<file path="src/rtl/wb_pkg.sv">
// Shared types for the writeback arbiter: widths, FSM states,
// WB mux select encodings and the long-unit result buffer entry.
package wb_pkg;

   localparam int XLEN  = 32;
   localparam int REG_W = 5;

   typedef enum logic {
      NORMAL = 1'b0,
      STARVE = 1'b1
   } arb_state_t;

   typedef enum logic [1:0] {
      SEL_PC4 = 2'd0,
      SEL_ALU = 2'd1,
      SEL_IMM = 2'd2,
      SEL_MEM = 2'd3
   } wb_sel_t;

   typedef struct packed {
      logic             live;
      logic [REG_W-1:0] rd;
      logic [XLEN-1:0]  dat;
   } wb_entry_t;

endpackage

</file>
<file path="src/rtl/wb_fifo.sv">
// Long-unit result buffer with per-entry kill by destination register.
// Ports: clk/rst, push/push_entry, pop, kill/kill_rd, head, full, empty,
// pending (one-hot OR of rd over live entries, bit 0 forced low).
module wb_fifo
   import wb_pkg::*;
#(
   parameter int DEPTH = 2
) (
   input  logic             clk,
   input  logic             rst,
   input  logic             push,
   input  wb_entry_t        push_entry,
   input  logic             pop,
   input  logic             kill,
   input  logic [REG_W-1:0] kill_rd,
   output wb_entry_t        head,
   output logic             full,
   output logic             empty,
   output logic [31:0]      pending
);

   localparam int PW = $clog2(DEPTH);
   localparam int CW = PW + 1;

   wb_entry_t         mem [DEPTH];
   logic [PW-1:0]     rd_ptr;
   logic [PW-1:0]     wr_ptr;
   logic [CW-1:0]     cnt;

   assign head  = mem[rd_ptr];
   assign empty = (cnt == '0);
   assign full  = (cnt == CW'(DEPTH));

   always_ff @(posedge clk) begin
      if (rst) begin
         rd_ptr <= '0;
         wr_ptr <= '0;
         cnt    <= '0;
         for (int i = 0; i < DEPTH; i++) begin
            mem[i].live <= 1'b0;
         end
      end else begin
         // Kill first; a pop then retires the head slot, and a push
         // (never to the killed rd) lands in the tail slot.
         for (int i = 0; i < DEPTH; i++) begin
            if (kill && mem[i].live && mem[i].rd == kill_rd) begin
               mem[i].live <= 1'b0;
            end
         end
         if (pop) begin
            mem[rd_ptr].live <= 1'b0;
            rd_ptr           <= rd_ptr + PW'(1);
         end
         if (push) begin
            mem[wr_ptr] <= push_entry;
            wr_ptr      <= wr_ptr + PW'(1);
         end
         unique case ({push, pop})
            2'b10:   cnt <= cnt + CW'(1);
            2'b01:   cnt <= cnt - CW'(1);
            default: cnt <= cnt;
         endcase
      end
   end

   always_comb begin
      pending = '0;
      for (int i = 0; i < DEPTH; i++) begin
         if (mem[i].live) begin
            pending[mem[i].rd] = 1'b1;
         end
      end
      pending[0] = 1'b0;
   end

endmodule

</file>
<file path="src/rtl/wb_arbiter.sv">
// Register-file write port arbiter between pipeline WB and long-unit results.
// Ports: pipe_* (WB stage in, stall out), lu_* (valid/ready result in),
// rf_* (registered write port), pending_o (regs with buffered results).
module wb_arbiter
   import wb_pkg::*;
#(
   parameter int XLEN         = wb_pkg::XLEN,
   parameter int FIFO_DEPTH   = 2,
   parameter int STARVE_LIMIT = 4
) (
   input  logic             clk_i,
   input  logic             rst_i,
   input  logic             pipe_vld_i,
   input  logic             pipe_we_i,
   input  logic [REG_W-1:0] pipe_rd_i,
   input  logic [XLEN-1:0]  pipe_dat_i,
   output logic             pipe_stall_o,
   input  logic             lu_vld_i,
   output logic             lu_rdy_o,
   input  logic [REG_W-1:0] lu_rd_i,
   input  logic [XLEN-1:0]  lu_dat_i,
   output logic             rf_we_o,
   output logic [REG_W-1:0] rf_rd_o,
   output logic [XLEN-1:0]  rf_dat_o,
   output logic [31:0]      pending_o
);

   localparam int SW = $clog2(STARVE_LIMIT + 1);

   arb_state_t       state;
   arb_state_t       state_nxt;
   logic [SW-1:0]    cnt;
   logic [SW-1:0]    cnt_nxt;
   logic             pipe_wr;
   logic             push;
   logic             pop;
   logic             full;
   logic             empty;
   logic             wr_en;
   logic [REG_W-1:0] wr_rd;
   logic [XLEN-1:0]  wr_dat;
   wb_entry_t        head;
   wb_entry_t        push_entry;

   assign pipe_stall_o = (state == STARVE);
   assign pipe_wr = pipe_vld_i & pipe_we_i & (pipe_rd_i != '0)
                  & ~pipe_stall_o;
   assign lu_rdy_o = ~full;

   // Results to x0, or to the rd the pipeline writes this same cycle,
   // complete the handshake but are never buffered.
   assign push = lu_vld_i & lu_rdy_o & (lu_rd_i != '0)
               & ~(pipe_wr & (pipe_rd_i == lu_rd_i));
   assign push_entry = '{live: 1'b1, rd: lu_rd_i, dat: lu_dat_i};

   always_comb begin
      pop       = 1'b0;
      wr_en     = 1'b0;
      wr_rd     = pipe_rd_i;
      wr_dat    = pipe_dat_i;
      state_nxt = NORMAL;
      unique case (state)
         STARVE: begin
            pop    = ~empty;
            wr_en  = ~empty & head.live;
            wr_rd  = head.rd;
            wr_dat = head.dat;
         end
         default: begin
            if (pipe_wr) begin
               wr_en = 1'b1;
            end else if (~empty & head.live) begin
               pop    = 1'b1;
               wr_en  = 1'b1;
               wr_rd  = head.rd;
               wr_dat = head.dat;
            end
            // A killed head needs no write slot; retire it at once.
            if (~empty & ~head.live) begin
               pop = 1'b1;
            end
         end
      endcase
      cnt_nxt = (pop | empty) ? '0 : cnt + SW'(1);
      if (state == NORMAL && cnt_nxt == SW'(STARVE_LIMIT)) begin
         state_nxt = STARVE;
      end
   end

   always_ff @(posedge clk_i) begin
      if (rst_i) begin
         state    <= NORMAL;
         cnt      <= '0;
         rf_we_o  <= 1'b0;
         rf_rd_o  <= '0;
         rf_dat_o <= '0;
      end else begin
         state   <= state_nxt;
         cnt     <= cnt_nxt;
         rf_we_o <= wr_en;
         if (wr_en) begin
            rf_rd_o  <= wr_rd;
            rf_dat_o <= wr_dat;
         end
      end
   end

   wb_fifo #(
      .DEPTH(FIFO_DEPTH)
   ) u_fifo (
      .clk       (clk_i),
      .rst       (rst_i),
      .push      (push),
      .push_entry(push_entry),
      .pop       (pop),
      .kill      (pipe_wr),
      .kill_rd   (pipe_rd_i),
      .head      (head),
      .full      (full),
      .empty     (empty),
      .pending   (pending_o)
   );

endmodule

</file>
<file path="config.mk">
export PLATFORM = sky130hd
export DESIGN_NAME = wb_arbiter
export DESIGN_NICKNAME = d
export VERILOG_FILES = /design/src/rtl/wb_pkg.sv /design/src/rtl/wb_fifo.sv /design/src/rtl/wb_arbiter.sv
export SDC_FILE = /design/constraint.sdc
export NUM_CORES = 1
export LEC_CHECK = 0
export CORE_ASPECT_RATIO = 0.8
export CORE_MARGIN = 1
export CORE_UTILIZATION = 52
export DETAILED_ROUTE_END_ITERATION = 7
export PLACE_DENSITY = 0.93
export SLEW_MARGIN = 40
export SYNTH_ARGS = -nofsm -noshare
export SYNTH_HDL_FRONTEND = slang
export SYNTH_SLANG_ARGS = --single-unit
</file>
<file path="constraint.sdc">
create_clock -name clk_i -period 8.6 [get_ports clk_i]
set_clock_uncertainty 0.05 [all_clocks]
set_input_delay 2.58 -clock clk_i [delete_from_list [all_inputs] [get_ports clk_i]]
set_output_delay 2.58 -clock clk_i [all_outputs]
set_load 0.02 [all_outputs]
</file>
* Yosys cells after proc, flatten, opt, wreduce, memory -nomap -nowiden
Memory sizes are Yosys's and may differ from the RTL's. A register that Yosys moved wholly into a read port is not among the register bits. Index checks and enable logic that the tools add are counted.
Storage, ports and cells: bits in registers 46, bits in writable memories 76, input port bits 79, output and inout bits 72, logic and storage cells 93, memories kept 1
Operators by class: add/subtract/negate cells 5, $lt $le $gt $ge 4, equality and inequality tests 7, multiplexer cells 39, bitwise operators 18, reductions and logical operators 11
Memories:
- u_fifo.mem | words 2, width 38, rd ports 3, clocked after Yosys merged registers in 1, wr ports 4, line wb_fifo.sv:25 | wb_entry_t mem [DEPTH];
Operator list (number):
- two-way mux 32 bit | 5
- OR 32 bit | 1
- two-way mux 1 bit | 27
- equality test 5 bit | 3
- two-way mux 5 bit | 3
- less-than comparator 5 x 6 -> 1 bit (second input constant) | 2
- demux 1 bit (select 5 bit) | 2
- greater-or-equal comparator 5 x 1 -> 1 bit (second input constant) | 2
- nonzero test 5 bit | 2
- bitwise AND 1 bit | 9
- logical AND 1 bit | 7
- NOT 1 bit | 5
- equality test 2 bit (second input constant) | 2
- one-hot mux 2 bit (2 select lines) | 1
- adder 3 x 1 -> 3 bit (second input constant) | 1
- equality test 3 bit (second input constant) | 1
- two-way mux 3 bit | 1
- OR 1 bit | 3
- adder 1 bit (second input constant) | 2
- adder 2 x 1 -> 2 bit (second input constant) | 1
- equality test 2 x 1 -> 1 bit (second input constant) | 1
- logical NOT 2 bit | 1
- nonzero test 2 bit | 1
- subtractor 2 x 1 -> 2 bit (second input constant) | 1

* Depth between registers and ports, before layout
Gate-level depths: netlist (run 1).
depth after elaboration 12, gate-level depth with buffers 8, mapped depth without buffers 7

* Hierarchy
From an unflattened synthesis (run 1), not the netlist that was laid out.
Second synthesis, totals: cell total of the unflattened synthesis 392, area, all modules 5393.9 µm²
By module, submodules not included:
- wb_fifo | instances 1, cells an instance 234, area an instance 3495.9 µm², sequential area each 2382.3 µm²
- wb_arbiter | instances 1, cells an instance 158, area an instance 1898.1 µm², sequential area each 840.8 µm²

* Worst setup path before layout (run 1)
OpenSTA, ideal clock, no wires.
kind input port to flip-flop, from in pipe_rd_i[0], to mem u_fifo.mem[0][0] in the netlist's numbering, enable pin, setup time 0.431 ns, arrival time 4.995 ns, required time 8.119 ns, setup slack 3.124 ns, stages 5, path buffers 1, path through buf_2 > nor4_4 > a21oi_1 > a31o_2 > nor2_1
RTL lines:
- from (decl) | line wb_arbiter.sv:15 | input logic [REG_W-1:0] pipe_rd_i,
- to (decl) | line wb_fifo.sv:25

==> metrics, run 1 <==
WP data arrival 5.22 ns; dpl cell area about 0.0070 mm2; CP Class in -> reg; register area share after synthesis 0.587; Mapped Nets 560; max_cap viols 0; CTS Root Cell clkbuf_16; count leader, synth edfxtp_1; Fmax achieved slightly below 200 MHz; DR DRC count 0; final hold vios 0; Clk Latency, worst-skew pair 0.42 ns; Routed WL 16900 um; clk sinks 123; share of total power in the clock network 0.391; Yosys top cell by area edfxtp_1; GRT Resource Usage Total 0.320; largest family of logic cells by synthesized area compound AO/OA/AOI/OAI gates; Die Span X between 100 and 150 um; internal power around 1.5 mW; largest net degree at the start of global routing 50; Slew @ Worst Pin 0.835 ns; Post-synth ARST share 0; Final period util 0.599; Hold WS 0.426 ns; Die ar. 0.0109 mm2; first-pass GRT wire length 25600 um; Layout Cells excl Fill 762; total gr overflow 0; CTS buffer count 17; switching power 0.634 mW; simple-gate area share of the yosys netlist 0.123; Final GP Congestion 0.907; Synth Area per Inst between 10 and 15 um2; row cnt 33; clk slew on worst S/H paths 0.06 ns; worst path required time 8.67 ns; Peak supply drop 0.214 mV; IO Pins 151; Power Total 2.11 mW; half-perimeter wire length after detailed placement 10200 um; post-synthesis compound-gate area fraction 0.139; P&R area growth vs syn 41.4%; number of flops mapped to enable cells by yosys 74; Tmin final between 5 and 6 ns; Core Footprint about 0.01 mm2; DRT iter0 DRCs 494; Slew headroom 0.443; Ant. Diodes 0; top_reg_cell synth edfxtp_1; post_cts resized 0; drt first pass iters 6; antenna-violating nets left 0; Logic pwr share 0.250; Via density 6.24; Leak Pwr 2.51 nW; register bit total from synthesis 123; area of the mapped netlist 0.00546 mm2; WL per Instance 22.2 um; Hold Path Class reg -> reg; H-Tree Depth 4; setup bufs post-CTS 0; CTS max path bufs 2; Critical Path Sink Type register; sequential power share 0.360; CTS Hold Bufs 0; share of cells above drive strength 1 0.0868; Netlist cell types 42; Vias 4754; switch share 0.301; Synth top area share 0.407; Setup TNS Final 0 ns; fin nets 690; die height between 90 and 100 um; XOR/XNOR Fraction of Synth Area 0.0289; initial antenna violation count 0; top post-synthesis cells by count 74 x edfxtp_1, 49 x dfxtp_1, 42 x a21oi_1, 42 x nand3_1, 40 x nand2_1; top post-synthesis cells by area edfxtp_1 41%, dfxtp_1 18%, mux2i_1 7.2%, o211ai_1 5.2%, a21oi_1 3.9%; status finished, final reports clean; startpoint types input pin; Final setup viols 0; post-synthesis adder-cell area fraction 0.00459; PortBufs 149; post-route cell area 0.00772 mm2; Power Density ~270 mW/mm2; Synthesis Warnings 0; vias in the first global route 4700; RSZ-0062 raised after global routing false; Gate Count Post-Synth between 400 and 500; Max Slew Vio Count 0; worst-path fanout max 21; Initial Util 0.533; placed insts 729; CTS tree done; mux share of post-synthesis cell area 0.0736
==> cell usage in the layout (no fill, tap or decap), types with 5 or more instances in the layout <==
cell type          n
clkdlybuf4s50_1  148
edfxtp_1          74
dfxtp_1           48
nand3_1           42
a21oi_1           41
nand2_1           40
mux2i_1           39
o211ai_1          38
o22ai_1           32
clkbuf_16         17
xor2_1            13
nand3b_1          11
nor2_1             8
bufinv_16          6
or3_1              5
or3b_2             5
xnor2_1            5
==> power by group through the flow <==
| stage | Clock, mW | Sequential (mW) | Combinational, mW |
|---|---|---|---|
| final | 0.824 | 0.759 | 0.526 |
| after global routing | 0.849 | 0.764 | 0.559 |
| after CTS | 0.823 | 0.756 | 0.516 |
| after detailed placement | 0 | 0.763 | 0.501 |
| after global placement | 0 | 0.759 | 0.471 |
| after floorplan | 0 | 0.772 | 0.306 |
==> layout make-up <==
| cell class | instances | area, um2 |
|---|---|---|
| Clock buffer | 19 | 443 |
| Clock inverter | 13 | 236 |
| Timing Repair Buffer | 155 | 1600 |
| Tap cell | 140 | 175 |
| Multi-Input combinational cell | 309 | 2050 |
| Fill cell | 629 | 2520 |
| Sequential cell | 123 | 3200 |
| Inverter | 3 | 11.3 |
==> sequential cells by signal, summed over array words and instances (netlist names), named ones only <==
register and count:
rf_we_o 1, pipe_stall_o 1, rf_dat_o 32, cnt 3, u_fifo.mem 76, u_fifo.cnt 2
u_fifo.rd_ptr 1, u_fifo.wr_ptr 1, rf_rd_o 5
==> logic make-up after synthesis <==
kind of cell | Yosys count
compound gates | 120
xor+xnor | 18
fa+ha+maj | 2
buf+inv | 47
flops | 123
mux | 40
other cells | 1
simple gates | 128
==> metrics by stage <==
stage               setup slack (ns)  utilization
detailed placement              3.08        0.686
global placement                3.07        0.678
global route                    3.34        0.754
CTS                             3.50        0.752
floorplan                       3.12            -
finish                          3.45        0.754
==> routing by layer <==
| metal | part of all wire | wire (um) | global-route usage |
|---|---|---|---|
| met5 | 0 | 0 | 0 |
| met4 | 0.043 | 731 | 0.166 |
| met3 | 0.084 | 1420 | 0.0778 |
| met2 | 0.51 | 8560 | 0.517 |
| met1 | 0.37 | 6230 | 0.398 |
==> path summary, 6_finish.rpt <==
kind                 from  slack, ns           endpoint  depth (start not counted)
max          pipe_rd_i[0]       3.45  u_fifo.mem[1][26]                          7
min                cnt[0]       0.43             cnt[0]                          1
max reg2reg      register       5.68       pipe_stall_o                          5
min reg2reg        cnt[0]       0.43             cnt[0]                          1
==> worst max-delay path, stage by stage <==
cell and delay (ns):
clkdlybuf4s50_1 0.55, nor4_4 0.51, a21oi_4 0.25, buf_16 0.23
a31o_2 0.29, nor2_4 0.56, buf_16 0.24
Note: power is estimated with default switching activity, not from simulation.
==> run 2: changes to the inputs <==
--- a/config.mk
+++ b/config.mk
@@ -7,9 +7,9 @@
 export LEC_CHECK = 0
 export CORE_ASPECT_RATIO = 0.8
 export CORE_MARGIN = 1
-export CORE_UTILIZATION = 52
+export CORE_UTILIZATION = 44
 export DETAILED_ROUTE_END_ITERATION = 7
-export PLACE_DENSITY = 0.93
+export PLACE_DENSITY = 0.84
 export SLEW_MARGIN = 40
 export SYNTH_ARGS = -nofsm -noshare
 export SYNTH_HDL_FRONTEND = slang
==> constraint.sdc (replaced) <==
create_clock -name clk_i -period 4.5 [get_ports clk_i]
set_clock_uncertainty 0.05 [all_clocks]
set_input_delay 1.35 -clock clk_i [delete_from_list [all_inputs] [get_ports clk_i]]
set_output_delay 1.35 -clock clk_i [all_outputs]
set_load 0.02 [all_outputs]
==> metrics, run 2 (same netlist as run 1, synthesis figures left out) <==
status finished, final reports clean; CP peak stage delay 0.65 ns; max reg flops between 70 and 80; clk slew on worst S/H paths ~0.06 ns; dpl cell area 0.00700 mm2; Critical Path Sink Type primary output; post-layout util 0.642; Tmin final 3.82 ns; cells along the critical path or3b_2 > o22ai_1 > clkdlybuf4s50_1; total gr overflow 0; DRT iter0 DRCs 386; Biggest register u_fifo.mem; die height just over 100 um; RSZ-0062 raised after global routing false; IO Pins 151; switch share 0.303; Slew @ Worst Pin 0.802 ns; switching power 1.09 mW; P&R area growth vs syn 38.5%; post_cts resized 0; max_cap viols 0; Leak Pwr approximately 2.4 nW; Hold Path Class reg -> reg; GRT Resource Usage Total 0.232; largest net degree at the start of global routing 50; PortBufs 149; Clk Latency, worst-skew pair 0.41 ns; Logic pwr share 0.264; Max Slew Vio Count 0; CTS Root Cell clkbuf_16; fin nets 690; Critical-path top delay cell clkdlybuf4s50_1; Initial Util 0.463; CTS max path bufs 2; Hold WS between 0.4 and 0.5 ns; worst path required time just over 3 ns; first-pass GRT wire length around 23000 um; post-route cell area 0.00756 mm2; Routed WL 14400 um; CTS Hold Bufs 0; CTS buffer count 17; worst-path fanout max 10; WL per Instance 18.7 um; startpoint types register; half-perimeter wire length after detailed placement between 9000 and 10000 um; DR DRC count 0; sequential cell area 0.00320 mm2; drt first pass iters 5; final hold vios 0; clk sinks 123; Setup TNS Final 0 ns; row cnt 35; Power Density 477 mW/mm2; share of cells above drive strength 1 0.0821; Fmax achieved between 200 and 300 MHz; Die Span X roughly 130 um; Slew headroom 0.465; Via density 5.74; CTS tree done; Vias 4411; fill count around 870; share of total power in the clock network 0.337; CP Class reg -> out; Die ar. between 0.01 and 0.015 mm2; commonest non-fill, non-tap cell in the layout clkdlybuf4s50_1; dpl ws 0.665 ns; initial antenna violation count 0; Ant. Diodes 0; antenna-violating nets left 0; final setup margin 0.681 ns; WP data arrival 2.42 ns; H-Tree Depth 4; Final period util 0.849; setup bufs post-CTS 0; Final GP Congestion 0.905; Largest regs u_fifo.mem (76), rf_dat_o (32), rf_rd_o (5); R2R depth 6; vias in the first global route 4536; internal power 2.51 mW; commonest non-fill, non-tap cells in the layout 148 x clkdlybuf4s50_1, 74 x edfxtp_1, 48 x dfxtp_1; Hold Path Stages 1; Multi-input gate area slightly above 0.002 mm2; Core Footprint 0.0118 mm2; Final setup viols 0; Peak supply drop 0.318 mV; sequential power share 0.399
-- run 2: power groups by stage --
stage / clock network [mW] / logic, mW / registers, mW
global placement: 0 / 0.915 / 1.45
detailed placement: 0 / 0.936 / 1.46
CTS: 1.23 / 0.944 / 1.44
global route: 1.28 / 1.03 / 1.46
finish: 1.22 / 0.951 / 1.44
floorplan: 0 / 0.585 / 1.47
-- run 2: layout make-up --
type                            instances  share of cell area
Sequential cell                       123               0.424
Clock inverter                          8             0.00596
Timing Repair Buffer                  155               0.209
Tap cell                              148              0.0245
Inverter                                3             0.00149
Clock buffer                           23              0.0647
Multi-Input combinational cell        309               0.271
-- run 2: path summary, 6_finish.rpt --
path	start	endpoint	slack (ns)
setup reg to reg	register	u_fifo.cnt[1]	2.07
hold / removal	cnt[0]	cnt[0]	0.41
setup / recovery	u_fifo.mem[1][36]	pending_o[10]	0.68
hold reg to reg	cnt[0]	cnt[0]	0.41
-- run 2: through the flow --
stage | instances | total power, mW
after global placement | 737 | 2.37
after detailed placement | 737 | 2.40
final | 769 | 3.61
after global routing | 769 | 3.77
after CTS | 768 | 3.62
after floorplan | 479 | 2.06
-- run 2: layer usage --
metal / wire, um / vias up / share of wire / GRT usage
met3: 948 / 33 / 0.066 / 0.0534
met5: 0 / - / 0 / 0
met1: 5990 / 2111 / 0.42 / 0.284
met4: 341 / 0 / 0.024 / 0.119
li1: - / 2074 / - / -
met2: 7070 / 193 / 0.49 / 0.388
-- run 2: worst max-delay path: cells and delay by family, from the launching register on --
family          cells  cell delay [ns]
compound gates      1             0.21
flops               1             0.57
buf+inv             1             0.65
simple gates        1             0.58
==> run 3: changes to the inputs <==
--- a/config.mk
+++ b/config.mk
@@ -7,9 +7,9 @@
 export LEC_CHECK = 0
 export CORE_ASPECT_RATIO = 0.8
 export CORE_MARGIN = 1
-export CORE_UTILIZATION = 44
+export CORE_UTILIZATION = 48
 export DETAILED_ROUTE_END_ITERATION = 7
-export PLACE_DENSITY = 0.84
+export PLACE_DENSITY = 0.87
 export SLEW_MARGIN = 40
 export SYNTH_ARGS = -nofsm -noshare
 export SYNTH_HDL_FRONTEND = slang
==> constraint.sdc (replaced) <==
create_clock -name clk_i -period 3.7 [get_ports clk_i]
set_clock_uncertainty 0.05 [all_clocks]
set_input_delay 1.11 -clock clk_i [delete_from_list [all_inputs] [get_ports clk_i]]
set_output_delay 1.11 -clock clk_i [all_outputs]
set_load 0.02 [all_outputs]
==> metrics, run 3 (same netlist as run 1, synthesis figures left out) <==
share of cells above drive strength 1 0.0911; Final period util 0.970; CP Buf/Inv Count 1; P&R area growth vs syn 40.8%; antenna-violating nets left 0; cells along the critical path or3b_2 > o22ai_1 > clkdlybuf4s50_1; placed insts 738; max_cap viols 0; Routed WL 15300 um; Slew headroom 0.479; Leak Pwr 2.49 nW; DRT iter0 DRCs 278; Critical Path Sink Type primary output; Slew @ Worst Pin just under 0.8 ns; Vias ~4.5k; Power Density 608 mW/mm2; post_cts resized 0; Biggest register u_fifo.mem; startpoint types register; CP peak stage delay 0.64 ns; vias in the first global route 4622; WP data arrival 2.43 ns; Fmax achieved 279 MHz; fin nets 694; H-Tree Depth 4; Core Footprint 0.0110 mm2; half-perimeter wire length after detailed placement roughly 10000 um; Tmin final between 3 and 4 ns; Peak supply drop 0.332 mV; sequential cell area 0.00320 mm2; WL per Instance 19.9 um; CTS Root Cell clkbuf_16; Ant. Diodes 0; worst path required time between 2 and 3 ns; drt first pass iters 5; CTS Hold Bufs 0; CTS buffer count 17; routed wl met2 around 7400 um; Hold WS 0.397 ns; final setup margin about 0.11 ns; Via density 5.90; fill count approximately 750; IO Pins 151; clk slew on worst S/H paths ~0.06 ns; first-pass GRT wire length 23900 um; Final setup viols 0; Layout Cells excl Fill 770; worst-path fanout max 10; status finished, final reports clean; WL met1 6350 um; CTS max path bufs 2; max reg flops 76; Die ar. 0.0118 mm2; commonest non-fill, non-tap cell in the layout clkdlybuf4s50_1; row cnt 34; Largest regs u_fifo.mem (76), rf_dat_o (32), rf_rd_o (5); initial antenna violation count 1; CTS tree done; DR DRC count 0; Die Span X 121 um; Initial Util 0.497; Setup TNS Final 0 ns; Hold Path Class reg -> reg; PortBufs 149; Critical-path top delay cell clkdlybuf4s50_1; GRT Resource Usage Total 0.268; Highest Signal Layer met4; clk sinks between 100 and 150; largest net degree at the start of global routing 48; CP Class reg -> out; setup bufs post-CTS 0; hold_sp cnt[0]; post-layout util 0.700; final hold vios 0; total gr overflow 0; met3 routed WL 1240 um; RSZ-0062 raised after global routing false; Final GP Congestion 0.895; Max Slew Vio Count 0; Clk Latency, worst-skew pair 0.41 ns; cell family with most CP delay buffers and inverters; dpl ws 0.228 ns; Setup crit start u_fifo.mem[0][35]; commonest non-fill, non-tap cells in the layout 148 x clkdlybuf4s50_1, 74 x edfxtp_1, 48 x dfxtp_1; Multi-input gate area 0.00204 mm2; die height 97.4 um
run 3: changes by cell type in the layout (fill, tap and decap cells not counted), sizes merged:
| cell | delta |
|---|---|
| clkbuf | -5 |
| buf | +4 |
| bufinv | +4 |
| inv | +2 |
| clkinv | -1 |
| clkinvlp | +1 |
run 3: final timing paths:
check | cells after the start | to | slack [ns]
min reg2reg | 1 | cnt[0] | 0.40
max reg2reg | 4 | pipe_stall_o | 1.48
max | 3 | pending_o[18] | 0.11
min | 1 | cnt[0] | 0.40
run 3: final cells by class:
cell class	count	share of cell area
sequential	123	0.417
multi-input combinational	309	0.266
timing repair buffer	159	0.210
clock buffer	18	0.0572
clock inverter	14	0.0252
tap	144	0.0235
inverter	3	0.00147
run 3: metrics by stage:
step	area [um2]	total power [mW]
after floorplan	5460	2.50
after global placement	7050	2.90
after detailed placement	7050	2.93
after CTS	7680	4.69
after global routing	7680	4.86
final	7680	4.67
run 3: power breakdown:
group | internal [mW] | switching [mW] | total, mW | leakage [nW]
Clock | 1.15 | 0.605 | 1.75 | 0.298
Sequential | 1.62 | 0.124 | 1.74 | 1.08
Combinational | 0.519 | 0.661 | 1.18 | 1.11
run 3: worst reg2reg max path: stages, from the launching register on:
cell     delay (ns)
dfxtp_2        0.58
mux2_2         0.76
nand2_1        0.28
nor4_2         0.31
and3_1         0.19
run 3: metal layers:
metal / vias to the layer above / GRT usage
li1: 2081 / -
met2: 248 / 0.430
met5: - / 0
met4: 0 / 0.0893
met1: 2184 / 0.351
met3: 27 / 0.0710
